--- src/rtl/gray_pkg.sv ---
// Shared constants and types for the Gray code counter.
package gray_pkg;

  localparam int unsigned GRAY_BW_DEFAULT = 8;
  localparam int unsigned GRAY_BW_MAX     = 32;

  // Bound constants at maximum width; users slice down to their own width.
  localparam logic [GRAY_BW_MAX-1:0] GRAY_ALL_ONES = '1;
  localparam logic [GRAY_BW_MAX-1:0] GRAY_ZERO     = '0;

  // Kind of update taken on an edge, after priority resolution.
  typedef enum logic [1:0] {
    STEP_HOLD = 2'd0,
    STEP_LOAD = 2'd1,
    STEP_UP   = 2'd2,
    STEP_DOWN = 2'd3
  } step_e;

endpackage

--- src/rtl/gray_code_counter_if.sv ---
// Control and result signals of the Gray code counter.
interface gray_code_counter_if
  import gray_pkg::*;
#(
  parameter int unsigned BW_DATA = GRAY_BW_DEFAULT
);

  logic               i_en;
  logic               i_up;
  logic               i_load;
  logic [BW_DATA-1:0] i_load_binary;
  logic [BW_DATA-1:0] o_binary;
  logic [BW_DATA-1:0] o_gray;
  logic               o_tc;

  // Counter side.
  modport slave (
    input  i_en, i_up, i_load, i_load_binary,
    output o_binary, o_gray, o_tc
  );

  // Controller side.
  modport master (
    output i_en, i_up, i_load, i_load_binary,
    input  o_binary, o_gray, o_tc
  );

endinterface

--- src/rtl/gray_code_enc.sv ---
// Combinational binary to reflected Gray code encoder.
module gray_code_enc #(
  parameter int unsigned BW_DATA = 8
) (
  input  logic [BW_DATA-1:0] i_binary,
  output logic [BW_DATA-1:0] o_gray
);

  assign o_gray = i_binary ^ (i_binary >> 1);

endmodule

--- src/rtl/gray_code_counter.sv ---
// Up/down binary counter with registered Gray code and terminal-count outputs.
// Optional macro GRAY_CNT_SAT_EN: saturate at the bound instead of wrapping.
module gray_code_counter
  import gray_pkg::*;
#(
  parameter int unsigned        BW_DATA  = GRAY_BW_DEFAULT,
  parameter logic [BW_DATA-1:0] INIT_VAL = '0
) (
  input  logic               i_clk,
  input  logic               i_rst,
  gray_code_counter_if.slave bus
);

  localparam logic [BW_DATA-1:0] L_ONES      = GRAY_ALL_ONES[BW_DATA-1:0];
  localparam logic [BW_DATA-1:0] L_ZERO      = GRAY_ZERO[BW_DATA-1:0];
  localparam logic [BW_DATA-1:0] L_INIT_GRAY = INIT_VAL ^ (INIT_VAL >> 1);

  logic [BW_DATA-1:0] r_binary;
  logic [BW_DATA-1:0] r_gray;
  logic               r_tc;

  step_e              w_step;
  logic               w_at_bound;
  logic [BW_DATA-1:0] w_next_bin;
  logic [BW_DATA-1:0] w_next_gray;
  logic               w_next_tc;

  // Resolve load/enable priority and form the next binary count.
  always_comb begin
    w_step     = STEP_HOLD;
    w_at_bound = 1'b0;
    w_next_bin = r_binary;
    w_next_tc  = 1'b0;

    if (bus.i_load) begin
      w_step = STEP_LOAD;
    end else if (bus.i_en) begin
      w_step = bus.i_up ? STEP_UP : STEP_DOWN;
    end

    case (w_step)
      STEP_LOAD: w_next_bin = bus.i_load_binary;
      STEP_UP: begin
        w_at_bound = (r_binary == L_ONES);
        w_next_bin = r_binary + BW_DATA'(1);
      end
      STEP_DOWN: begin
        w_at_bound = (r_binary == L_ZERO);
        w_next_bin = r_binary - BW_DATA'(1);
      end
      STEP_HOLD: w_next_bin = r_binary;
      default:   w_next_bin = r_binary;
    endcase

`ifdef GRAY_CNT_SAT_EN
    // Saturate: a step from the bound in the bound direction holds the count.
    if (w_at_bound) begin
      w_next_bin = r_binary;
    end
`endif

    w_next_tc = w_at_bound;
  end

  // Gray code derived from the next-state value so both outputs update together.
  gray_code_enc #(
    .BW_DATA (BW_DATA)
  ) u_gray_enc (
    .i_binary (w_next_bin),
    .o_gray   (w_next_gray)
  );

  // State registers with synchronous reset.
  always_ff @(posedge i_clk) begin
    if (i_rst) begin
      r_binary <= INIT_VAL;
      r_gray   <= L_INIT_GRAY;
      r_tc     <= 1'b0;
    end else begin
      r_binary <= w_next_bin;
      r_gray   <= w_next_gray;
      r_tc     <= w_next_tc;
    end
  end

  assign bus.o_binary = r_binary;
  assign bus.o_gray   = r_gray;
  assign bus.o_tc     = r_tc;

endmodule
--- src/flat_wrapper.sv ---
// flat-port wrapper written by rule: the top's interface ports become plain ports
module gray_code_counter_flat import gray_pkg::*;
#(
  parameter int unsigned        BW_DATA  = GRAY_BW_DEFAULT,
  parameter logic [BW_DATA-1:0] INIT_VAL = '0
)
  (i_clk, i_rst, bus_i_en, bus_i_up, bus_i_load, bus_i_load_binary, bus_o_binary, bus_o_gray, bus_o_tc);
  gray_code_counter_if #(.BW_DATA(BW_DATA)) bus_i ();
  input  logic i_clk;
  input  logic i_rst;
  input wire logic [$bits(bus_i.i_en)-1:0] bus_i_en;
  input wire logic [$bits(bus_i.i_up)-1:0] bus_i_up;
  input wire logic [$bits(bus_i.i_load)-1:0] bus_i_load;
  input wire logic [$bits(bus_i.i_load_binary)-1:0] bus_i_load_binary;
  output wire logic [$bits(bus_i.o_binary)-1:0] bus_o_binary;
  output wire logic [$bits(bus_i.o_gray)-1:0] bus_o_gray;
  output wire logic [$bits(bus_i.o_tc)-1:0] bus_o_tc;
  assign bus_i.i_en = bus_i_en;
  assign bus_i.i_up = bus_i_up;
  assign bus_i.i_load = bus_i_load;
  assign bus_i.i_load_binary = bus_i_load_binary;
  assign bus_o_binary = bus_i.o_binary;
  assign bus_o_gray = bus_i.o_gray;
  assign bus_o_tc = bus_i.o_tc;
  gray_code_counter #(.BW_DATA(BW_DATA), .INIT_VAL(INIT_VAL)) u_core (.i_clk(i_clk), .i_rst(i_rst), .bus(bus_i));
endmodule
--- config.mk ---
export PLATFORM = sky130hd
export DESIGN_NAME = gray_code_counter_flat
export DESIGN_NICKNAME = d
export VERILOG_FILES = /design/src/rtl/gray_pkg.sv /design/src/rtl/gray_code_counter_if.sv /design/src/rtl/gray_code_enc.sv /design/src/rtl/gray_code_counter.sv /design/src/flat_wrapper.sv
export SDC_FILE = /design/constraint.sdc
export NUM_CORES = 1
export LEC_CHECK = 0
export ABC_CLOCK_PERIOD_IN_PS = 2830
export CAP_MARGIN = 10
export CORE_UTILIZATION = 41
export DETAILED_ROUTE_END_ITERATION = 12
export MAX_ROUTING_LAYER = met4
export PLACE_DENSITY = 0.83
export REMOVE_ABC_BUFFERS = 1
export SKIP_CTS_REPAIR_TIMING = 1
export SLEW_MARGIN = 20
export SYNTH_ARGS = -nofsm -noshare
export SYNTH_HDL_FRONTEND = slang
export SYNTH_SLANG_ARGS = --single-unit
--- constraint.sdc ---
create_clock -name i_clk -period 2.83 [get_ports i_clk]
set_clock_uncertainty 0.2 [all_clocks]
set_input_delay 0.566 -clock i_clk [delete_from_list [all_inputs] [get_ports i_clk]]
set_output_delay 0.566 -clock i_clk [all_outputs]
set_load 0.05 [all_outputs]
Word level (Yosys, flattened, before mapping)

Index checks and enable logic that the tools add are counted.
Widths: inputs -> output; s select.

Register bits: 17
Latch bits: 0
Bits in writable memories: 0
Memory bits (read-only): 0
Input port bits: 13
Output and inout port bits: 17
Memories kept: 0

$add $sub $neg: 2
Multiply operators: 0
Div/mod/pow operators: 0
$lt $le $gt $ge: 0
Equality and inequality tests: 4
Shift-type cells: 0
Multiplexer cells: 5
Bitwise operators: 1
Reduce and logical (&&, ||, !) cells: 2

Operators by type and width:

| kind                | number |
|---|---|
| $pmux 8 s4          | 1 |
| $add 8x1->8 const B | 1 |
| $eq 8x8->1 const B  | 1 |
| $logic_not 8->1     | 1 |
| $sub 8x1->8 const B | 1 |
| $xor 8x7->8         | 1 |
| $eq 2x2->1 const B  | 2 |
| $mux 2              | 2 |
| $eq 2x1->1 const B  | 1 |
| $logic_not 2->1     | 1 |
| $pmux 1 s2          | 1 |
| $mux 1              | 1 |

Depth between registers and ports, before layout

Gate-level depths: netlist (run 1).

Depth in word-level cells: 6
Gate-level depth with buffers: 10

Hierarchy

From an unflattened synthesis (run 1), not the netlist that was laid out.

Cells, all modules: 123
Area total of the unflattened synthesis: 1044.8 µm²

Modules (own cells, without submodules):

| module            | times used | cells each | area each (µm²) | seq. area each (µm²) |
|---|---|---|---|---|
| gray_code_counter | 1          | 115        | 975.9           | 340.3 |
| gray_code_enc     | 1          | 8          | 68.8            | 0.0 |

Worst setup path after synthesis (run 1)

No wires, ideal clock.

Path type: input to register
Start: input port bus_i_en
End: register u_core.r_gray[3], in the netlist u_core.bus.o_gray[3]
Arrival: 2.549 ns
Slack: -0.047 ns
Stages: 10
Buffers on the path: 1
Cells stage by stage: buf_6 > or3b_1 > xnor2_1 > ha_1 > or4_1 > mux2i_1 > mux2i_1 > nand2_1 > xnor2_1 > nor2_1

Longest elaborated chain between the ends: 5
Elaborated cells on any way between the ends: 8
Classes of those cells: eq/ne (3); mux (3); bitwise (1); reduce/logical (1)

Ends and longest elaborated chain:

| item                               | RTL line                | RTL |
|---|---|---|
| start: declaration                 | flat_wrapper.sv:11      | `input wire logic [$bits(bus_i.i_en)-1:0] bus_i_en;` |
| $mux 2 (*)                         | gray_code_counter.sv:37 | `end else if (bus.i_en) begin` |
| $mux 2 (*)                         | gray_code_counter.sv:35 | `if (bus.i_load) begin` |
| $eq 2x2->1 (tied with other cells) | gray_code_counter.sv:41 | `case (w_step)` |
| $pmux 8 s4 (*)                     | gray_code_counter.sv:41 |  |
| $xor 8x7->8 (*)                    | gray_code_enc.sv:9      | `assign o_gray = i_binary ^ (i_binary >> 1);` |
| end signal: assignment             | gray_code_counter.sv:81 | `r_gray <= w_next_gray;` |
| end: declaration                   | gray_code_counter.sv:19 | `logic [BW_DATA-1:0] r_gray;` |

Mark *: on every way between the ends. The rest lies on a longest branch, timed or not.
A chain may end at the register's enable or synchronous reset.

Worst setup path in the final report (run 1)

Start: input port bus_i_load
End: register u_core.r_gray[4], in the netlist u_core.bus.o_gray[4]

Longest elaborated chain between the ends: 4
Elaborated cells on any way between the ends: 7
Classes of those cells: eq/ne (3); mux (2); bitwise (1); reduce/logical (1)

Ends and longest elaborated chain:

| item                               | RTL line                | RTL |
|---|---|---|
| start: declaration                 | flat_wrapper.sv:13      | `input wire logic [$bits(bus_i.i_load)-1:0] bus_i_load;` |
| $mux 2 (*)                         | gray_code_counter.sv:35 |  |
| $eq 2x2->1 (tied with other cells) | gray_code_counter.sv:41 |  |
| $pmux 8 s4 (*)                     | gray_code_counter.sv:41 |  |
| $xor 8x7->8 (*)                    | gray_code_enc.sv:9      |  |

Marked as above.

==> results.json, run 1 <==
{
  "clkTransAtPathRegs_ns": 0.10,
  "reg2regPathDepth": 8,
  "ios": 30,
  "vias": 982,
  "layout_min_cycle_time_ns": 2.68,
  "hold_path_startpoint": "u_core.bus.o_gray[7]$_SDFF_PP0_",
  "syn_area_per_cell_um2": 8.42,
  "hold_class": "register to register",
  "tns_ns": 0,
  "cellPowerDensity_mw_per_mm2": 491,
  "min_to": "u_core.bus.o_tc$_SDFF_PP0_",
  "power_switching_uw": 249,
  "synth-seq-cells": 16,
  "fin_nets": 168,
  "grt_setup_unrepaired": "no",
  "finalWirelength_mm": 2.43,
  "p_sw_share_pct": 36.4,
  "rr_endpoint": "u_core.bus.o_gray[4]$_SDFF_PP0_",
  "gr-total-overflow": 0,
  "antenna_found_initial": 0,
  "fmax_ghz": 0.374,
  "power.share.combinational_pct": 37.9,
  "area_growth_pct": 41.3,
  "die_y_um": 51.0,
  "initial_core_util_pct": 44.1,
  "wl_per_cell_um": 13.4,
  "grt_pass1_vias": 930,
  "die_w_um": 51.0,
  "cts_root_buffer": "clkbuf_4",
  "yosysMostFrequentCell": "nor2_1",
  "report.final.slew_viol_count": 0,
  "io_buffers": 29,
  "ctsHtreeMaxLevel": 1,
  "dr.pass1.iters": 5,
  "hold_violations": 0,
  "drtAntennaViolNets": 0,
  "synth_edf_count": 0,
  "syn-cell-area_um2": 985,
  "hpwl_mm": 1.75,
  "dieArea_mm2": 0.00260,
  "antennaDiodeCount": 0,
  "worst_pin_slew_ns": 0.596,
  "final.period_utilization_pct": 94.6,
  "drt-initial-drc-count": 26,
  "power.internal_uw": 435,
  "crit_type": "primary input to register",
  "arrival_ns": 2.64,
  "whs_ns": 0.447,
  "synth_top_area_share_pct": 32.5,
  "clk_latency_ns": 0.29,
  "worstPathRequired_ns": 2.80,
  "gp_congestion": 0.791,
  "dpl.cell_count": 174,
  "cp-end-kind": "register",
  "start_kind": "primary input",
  "yosysUniqueCellTypes": 41,
  "power_frac_clock_pct": 22.4,
  "cts_max_path_buffers": 2,
  "yosysSeqAreaShare_pct": 32.5,
  "ys_warn_count": 0,
  "nFillCells": 212,
  "r2r_setup_slack_ns": 0.45,
  "setup_viol_count_final": 0,
  "synth-async-reset-ratio_pct": 0,
  "cap_violations": 0,
  "ys_top_cells_by_area": "dfxtp_1, xnor2_1, nor2_1, mux2i_1, a21oi_1",
  "core_mm2": 0.00223,
  "synthFlopType": "dfxtp_1",
  "ir_worst_vdd_uv": 388,
  "final_core_utilization_pct": 62.3,
  "slew_headroom_pct": 60.2,
  "grt_max_degree": 22,
  "grtUsageTotal_pct": 21.3,
  "vias_per_cell": 5.43,
  "fin_cells": 181,
  "post-synth-top-area-cell": "dfxtp_1",
  "syn-instance-count": 117,
  "rows": 17,
  "cts_tree": "yes",
  "drive_above_1_share_pct": 16.3,
  "whs_path_depth": 3,
  "outcome": "complete, no violations",
  "r2r_start": "u_core.bus.o_binary[1]$_SDFF_PP0_",
  "p_leak_nw": 0.553,
  "yosys-top-cells-count": "nor2_1, dfxtp_1, xnor2_1",
  "grt_pass1_wl_mm": 4.05,
  "post-route-drc-count": 0,
  "pwr-share-seq_pct": 39.7,
  "cts_buffers": 3,
  "clock_sink_count": 16,
  "path_max_fanout": 5
}
power groups by stage:
| stage | logic [mW] | clock network [mW] | registers (mW) |
|---|---|---|---|
| floorplan | 0.0829 | 0 | 0.350 |
| global placement | 0.251 | 0 | 0.275 |
| detailed placement | 0.256 | 0 | 0.276 |
| CTS | 0.257 | 0.158 | 0.271 |
| global route | 0.277 | 0.167 | 0.275 |
| finish | 0.259 | 0.153 | 0.271 |
area by class of cell:
class	instances	area, µm²	share of cell area [%]
flip-flops and latches	16	320	23.0
multi-input cells	90	608	43.7
well taps	28	35.0	2.52
clock buffers	4	36.3	2.61
repair buffers	40	380	27.3
inverters	3	11.3	0.809
stage by stage:
step	worst slack (ns)	area, µm²	power (mW)
finish	0.154	1390	0.683
global route	0.0534	1390	0.719
CTS	-0.221	1360	0.685
detailed placement	-0.535	1320	0.531
global placement	-0.450	1320	0.525
floorplan	0.0224	935	0.433
kinds of logic after synthesis:
family	synth area share [%]
compound gates	13.3
mux	6.23
xor+xnor	8.90
simple gates	31.5
fa+ha+maj	1.27
flops	32.5
buf+inv	6.23
per-layer routing:
metal  share of wire, %  up-vias  track usage [%]
met1                 46      467             26.2
met5                  0        -                -
li1                   -      489                -
met4               0.74        0             9.72
met2                 50       24             34.6
met3                3.5        2             2.68
registers in the layout (all words and copies together), names as in the netlist:
| signal | count |
|---|---|
| u_core.bus.o_gray | 8 |
| u_core.bus.o_binary | 7 |
| u_core.bus.o_tc | 1 |
worst max-delay path, cell delays in order:
cell	delay, ns
dlymetal6s2s_1	0.14
or3b_4	0.41
xnor2_1	0.14
ha_2	0.21
or4_1	0.40
mux2i_1	0.18
mux2i_1	0.24
nand2_1	0.14
xnor2_1	0.17
nor2_1	0.05
cells in the final DEF, fill, tap and decap left out, types with 2 or more instances in the layout:
cell	Yosys	routed
dlymetal6s2s_1	0	3
nor3_1	5	5
dfxtp_1	16	16
or4_4	2	2
a22oi_1	2	2
clkdlybuf4s50_1	0	26
nor2_1	17	17
nor4_1	2	2
nand3_1	4	4
o21ai_0	3	3
a31oi_1	2	2
nand4_1	3	3
nor2b_1	4	4
nand2_1	6	6
inv_1	3	3
a21oi_1	5	5
buf_4	1	11
clkbuf_4	0	3
xnor2_1	9	9
mux2i_1	5	5
worst max path at each step:
| stage | from | end | slack [ns] | cells past startpoint |
|---|---|---|---|---|
| detailed placement | bus_i_en | u_core.bus.o_gray[3]$_SDFF_PP0_ | -0.53 | 10 |
| finish | bus_i_load | u_core.bus.o_gray[4]$_SDFF_PP0_ | 0.15 | 10 |
| floorplan | bus_i_up | u_core.bus.o_gray[3]$_SDFF_PP0_ | 0.02 | 9 |
| global route | bus_i_load | u_core.bus.o_gray[3]$_SDFF_PP0_ | 0.05 | 10 |
| CTS | bus_i_en | u_core.bus.o_gray[4]$_SDFF_PP0_ | -0.22 | 10 |
| global placement | bus_i_en | u_core.bus.o_gray[3]$_SDFF_PP0_ | -0.45 | 10 |
(Power assumes the default switching activity.)
==> inputs of run 2 (changes only) <==
--- a/config.mk
+++ b/config.mk
@@ -10,4 +10,5 @@
 export CORE_UTILIZATION = 41
 export DETAILED_ROUTE_END_ITERATION = 12
+export GPL_ROUTABILITY_DRIVEN = 0
 export MAX_ROUTING_LAYER = met4
 export PLACE_DENSITY = 0.83
--- a/constraint.sdc
+++ b/constraint.sdc
@@ -3,3 +3,3 @@
 set_input_delay 0.566 -clock i_clk [delete_from_list [all_inputs] [get_ports i_clk]]
 set_output_delay 0.566 -clock i_clk [all_outputs]
-set_load 0.05 [all_outputs]
+set_load 0.01 [all_outputs]
==> results of run 2 <==
The final DEF is identical to that of run 1. Status: complete, no violations.
Among the figures that moved: total power 0.683 mW -> 0.615 mW; worst IR drop on VDD 388 µV -> 351 µV
==> inputs of run 3 (changes only) <==
Settings changed: ABC_AREA set to 1, CORE_UTILIZATION 41 to 44, PLACE_DENSITY 0.83 to 0.85.
==> run 3 against run 2 <==
  * Count of clock-buffer cells in the layout decreased by 1
  * Sequential share of layout area shrank 2.6 points
  * Clock power shrank 20%
  * First-iteration DRC count is 15% higher
  * Maximum frequency rose by 9.9%
  * Synthesized area increased by 22%
  * Global-route usage up 1.4 points
  * Via count grew 24%
  * Power down 0.25%
==> results.json, run 3 <==
{
  "outcome": "complete, no violations",
  "reg2regPathDepth": 14,
  "finalWirelength_mm": 2.79,
  "rows": 18,
  "setup_viol_count_final": 0,
  "startpoint": "bus_i_load",
  "drive_above_1_share_pct": 22.0,
  "final.period_utilization_pct": 86.0,
  "multi_input_area_um2": 743,
  "cellPowerDensity_mw_per_mm2": 392,
  "ios": 30,
  "r2r_setup_slack_ns": 0.94,
  "critPathBufInv": 5,
  "post-synth-top-area-cell": "dfxtp_1",
  "tns_ns": 0,
  "seq_area_um2": 320,
  "post-route-drc-count": 0,
  "synth-seq-cells": 16,
  "cts_buffers": 3,
  "hpwl_mm": 2.19,
  "synth-async-reset-ratio_pct": 0,
  "crit_family": "buffers and inverters",
  "layout_commonest_cell": "nand2_1",
  "antenna_found_initial": 0,
  "hold_violations": 0,
  "fin_nets": 225,
  "nFillCells": 241,
  "path_max_fanout": 9,
  "final_cell_mix": "nand2_1, clkdlybuf4s50_1, inv_1, dfxtp_1",
  "synth_top_area_share_pct": 26.7,
  "report.final.slew_viol_count": 0,
  "grtUsageTotal_pct": 22.7,
  "yosysUniqueCellTypes": 30,
  "grt_pass1_wl_mm": 4.67,
  "cpPeakStageDelay_ns": 0.46,
  "ctsHtreeMaxLevel": 1,
  "synthFlopType": "dfxtp_1",
  "crit_slowest_cell": "clkdlybuf4s50_1",
  "io_buffers": 29,
  "yosysMostFrequentCell": "nand2_1",
  "vias": 1216,
  "start_kind": "primary input",
  "syn-cell-area_mm2": 0.00120,
  "dr.pass1.iters": 4,
  "cts_max_path_buffers": 2,
  "crit_type": "primary input to register",
  "core_mm2": 0.00252,
  "hold_path_startpoint": "u_core.bus.o_binary[6]$_SDFF_PP0_",
  "yosysSeqAreaShare_pct": 26.7,
  "ys_top_cells_by_area": "dfxtp_1, nand2_1, inv_1, nand3_1, nand2_2",
  "final_core_utilization_pct": 62.1,
  "clk_latency_ns": 0.29,
  "fmax_ghz": 0.411,
  "ys_warn_count": 0,
  "grtUsageMet2_pct": 35.2,
  "clock_sink_count": 16,
  "ir_worst_vdd_uv": 266,
  "r2r_start": "u_core.bus.o_binary[1]$_SDFF_PP0_",
  "antennaDiodeCount": 0,
  "drtAntennaViolNets": 0,
  "cp-end-kind": "register",
  "gr-max-usage-layer": "met2",
  "syn-instance-count": 174,
  "yosys-top-cells-count": "nand2_1, inv_1, dfxtp_1",
  "p_leak_nw": 0.730,
  "slew_headroom_pct": 71.1,
  "synth_edf_count": 0,
  "worstPathRequired_ns": 2.83,
  "crit_path_end": "u_core.bus.o_gray[4]$_SDFF_PP0_",
  "clkTransAtPathRegs_ns": 0.10,
  "path_depth": 18,
  "die_y_um": 54.2,
  "worst_pin_slew_ns": 0.433,
  "largest_register_ffs": 8,
  "vias_per_cell": 5.09,
  "hold_class": "register to register",
  "use_met3_pct": 3.06,
  "layout_min_cycle_time_ns": 2.44,
  "arrival_ns": 2.43,
  "grt_pass1_vias": 1072,
  "grt_setup_unrepaired": "no",
  "die_w_um": 54.2,
  "syn_area_per_cell_um2": 6.90,
  "initial_core_util_pct": 47.6,
  "cpMostUsedCell": "nand2_1",
  "dieArea_mm2": 0.00294,
  "cp_cell_sequence": "clkdlybuf4s50_1 > buf_4 > clkinv_8 > nand3_4 > nand2_1 > nand2_1 > inv_1 > ha_1 > inv_1 > nand2_4 > nand2_2 > nand2_1 > nand2_1 > nand2_1 > nand2_2 > nand2_4 > nand3_1 > nand2_2",
  "rr_endpoint": "u_core.bus.o_gray[5]$_SDFF_PP0_",
  "cts_root_buffer": "clkbuf_4",
  "cap_violations": 0,
  "area_growth_pct": 30.4,
  "gr-total-overflow": 0,
  "drt-initial-drc-count": 30,
  "use_met1_pct": 29.9,
  "grt_max_degree": 10,
  "cts_tree": "yes",
  "wl_per_cell_um": 11.7
}
[run 3: area by class of cell]
cell class              instances  share of cell area (%)
inverters                      25                    6.79
well taps                      30                    2.40
clock buffers                   3                    1.44
repair buffers                 35                    21.4
multi-input cells             130                    47.5
flip-flops and latches         16                    20.5
[run 3: cells by family (layout without fill, tap and decap cells)]
kind of cell,after synthesis,count (layout),share of synthesized area (%)
AO/OA/AOI/OAI,17,17,8.66
XOR/XNOR,2,2,1.46
AND/OR/NAND/NOR,110,110,50.8
flip-flops,16,16,26.7
adder cells (fa/ha/maj),1,1,1.04
buffers and inverters,28,63,11.4
[run 3: power breakdown]
group	total, mW	switching, mW	internal, mW
registers	0.263	0.0168	0.246
logic	0.228	0.123	0.104
clock network	0.123	0.0733	0.0495
total	0.613	0.213	0.400
[run 3: worst min path at each step]
| stage | slack (ns) | cells past startpoint | endpoint |
|---|---|---|---|
| final | 0.38 | 2 | u_core.bus.o_tc$_SDFF_PP0_ |
| after detailed placement | 0.36 | 2 | u_core.bus.o_tc$_SDFF_PP0_ |
| after global routing | 0.43 | 2 | u_core.bus.o_tc$_SDFF_PP0_ |
| after floorplan | 0.36 | 2 | u_core.bus.o_tc$_SDFF_PP0_ |
| after global placement | 0.37 | 2 | u_core.bus.o_tc$_SDFF_PP0_ |
| after CTS | 0.38 | 2 | u_core.bus.o_tc$_SDFF_PP0_ |
[run 3: per-stage QoR]
step / hold WS (ns) / area [µm²] / cells / worst slack [ns] / power (mW)
floorplan: 0.356 / 1170 / 171 / 0.709 / 0.398
global placement: 0.370 / 1540 / 236 / 0.110 / 0.493
global route: 0.425 / 1570 / 239 / 0.200 / 0.655
CTS: 0.377 / 1570 / 239 / 0.373 / 0.614
detailed placement: 0.364 / 1540 / 236 / 0.0695 / 0.495
finish: 0.378 / 1570 / 239 / 0.395 / 0.613
[run 3: tightest hold or removal path, cell delays in order, from the launching register on]
cell and delay, ns:
dfxtp_1 0.35, a21oi_1 0.13, nor3_1 0.06
[run 3: metal layers]
metal  wire length, µm  vias up  share of wire (%)
met3               155        8                5.6
li1                  -      629                  -
met4                47        0                1.7
met1              1330      545                 48
met2              1260       34                 45
met5                 0        -                  0
==> RTL edit, RTL diff (settings of run 1) <==
The option `GRAY_CNT_SAT_EN` is turned on by a define.
--- a/src/rtl/gray_code_counter.sv
+++ b/src/rtl/gray_code_counter.sv
@@ -1,5 +1,7 @@
 // Up/down binary counter with registered Gray code and terminal-count outputs.
 // Optional macro GRAY_CNT_SAT_EN: saturate at the bound instead of wrapping.
+`define GRAY_CNT_SAT_EN
+
 module gray_code_counter
   import gray_pkg::*;
 #(
Function: changed (a bounded check fails within 4 cycles, from zero or initial values and one cycle with i_rst high).
==> RTL edit against run 1 <==
Area after synthesis is 7.2% higher; critical path depth stayed put; cell count is 7.7% higher; sequential cell count stayed put; wire length is 11% higher; global-route usage is 1.0 points higher; total power is 1.1% higher; final area is 9.1% higher; worst hold slack better by 0.044 ns; setup slack worse by 0.13 ns; critical endpoint is now u_core.bus.o_gray[3].
==> RTL edit: results <==
export IMPL_path_clk_slew_ns=0.09
export IMPL_crit_arrival_ns=2.78
export IMPL_ys_seq_area_share_pct=30.33
export IMPL_met2_usage_pct=39.87
export IMPL_holdCritPathClass="in -> reg"
export IMPL_netSwitchingFraction_pct=36.85
export IMPL_grt_max_degree=17
export IMPL_dp_hpwl_um=2090
export IMPL_viasPerCell=5.549
export IMPL_cts_buffers_inserted=3
export IMPL_first_pass_iters=4
export IMPL_grt_total_usage_pct=22.37
export IMPL_met1_usage_pct=23.79
export IMPL_drtIter0Drc=19
export IMPL_fin_nets=180
export IMPL_grt_pass1_vias=982
export IMPL_drive_gt1_share_pct=24.24
export IMPL_place_ws_ns=-0.6808
export IMPL_place_gp_congestion=0.8840
export IMPL_drt_wl_total_um=2698
export IMPL_grt_pass1_wl_um=4305
export IMPL_synthTopCellsByCount="16 x dfxtp_1, 13 x nor2_1, 9 x nand2_1, 7 x xor2_1, 6 x nor2b_1"
export IMPL_io_buffers=29
export IMPL_async_flop_share_pct=0
export IMPL_worst_pin_slew_ns=0.5918
export IMPL_synth_top_cells_by_area="dfxtp_1 30%, xor2_1 5.8%, nor2_1 4.6%"
export IMPL_yosys_cell_types_count=47
export IMPL_leakagePower_uw=0.0006049
export IMPL_peakVddDrop_mv=0.3809
export IMPL_fillers=234
export IMPL_synth_warnings=0
export IMPL_antenna_cells=0
export IMPL_outcome="finished, final reports clean"
export IMPL_cp_max_fo=3
export IMPL_root_buffer="clkbuf_4"
export IMPL_antenna_found_initial=0
export IMPL_grt_met3_usage_pct=3.478
export IMPL_dpl_cell_area_sq_um=1476
## RTL edit: cell count changes after synthesis, moves of 3 or more
cell / delta
nor2_1: -4
xor2_1: +6
nand2_1: +3
mux2i_1: -3
or4_1: +4
o21ai_1: +5
nand3_1: -3
xnor2_1: -6
## RTL edit: stage by stage
stage	hold slack (ns)	cells	setup TNS, ns	util (%)
floorplan	0.4357	114	-0.5307	-
global placement	0.5474	191	-4.463	60.14
detailed placement	0.5523	191	-5.206	60.14
CTS	0.5681	195	-1.389	61.62
global route	0.5059	195	-0.06883	61.82
finish	0.4914	195	0	61.82
## RTL edit: cell type report
type / instances / area [sq um] / share of cell area, %
multi-input combinational: 96 / 699.4 / 46.08
tap: 30 / 37.54 / 2.473
clock buffer: 4 / 36.28 / 2.391
inverter: 2 / 7.507 / 0.4946
sequential: 16 / 320.3 / 21.10
timing repair buffer: 47 / 416.7 / 27.45
## RTL edit: kinds of logic (layout without fill, tap and decap cells)
logic type | Yosys count | count (layout) | share of synthesized area [%]
XOR/XNOR | 10 | 10 | 8.294
flip-flops | 16 | 16 | 30.33
adder cells (fa/ha/maj) | 1 | 1 | 1.185
multiplexers | 2 | 2 | 1.896
AND/OR/NAND/NOR | 56 | 56 | 30.57
AO/OA/AOI/OAI | 27 | 27 | 22.99
buffers and inverters | 9 | 53 | 4.739
## RTL edit: path summary, 6_finish.rpt
check,startpoint,slack (ns),depth (start not counted),end
max reg2reg,u_core.bus.o_binary[4],0.24,8,u_core.bus.o_gray[3]
max,bus_i_load,0.02,10,u_core.bus.o_gray[3]
min,bus_i_en,0.49,4,u_core.bus.o_tc
min reg2reg,u_core.bus.o_binary[6],0.57,3,u_core.bus.o_binary[6]
## RTL edit: routing by layer
metal	wire, um	share of wire, %
met1	1139	42
met2	1389	51
met3	134	5.0
met4	35	1.3
met5	0	0
## RTL edit: critical path, stage by stage
cell,delay (ns)
buf_6,0.09
or3b_4,0.41
xnor2_2,0.14
ha_2,0.18
or4_4,0.51
o21a_1,0.22
o21a_1,0.22
o31ai_4,0.23
xor2_1,0.17
nor2_1,0.06
## RTL edit: power by group through the flow
stage          Combinational, uW  Clock, uW  Sequential (uW)
6_report                     273        156              262
2_1_floorplan               84.9          0              346
4_1_cts                      273        163              263
3_3_place_gp                 268          0              266
5_1_grt                      291        173              266
3_5_place_dp                 272          0              267
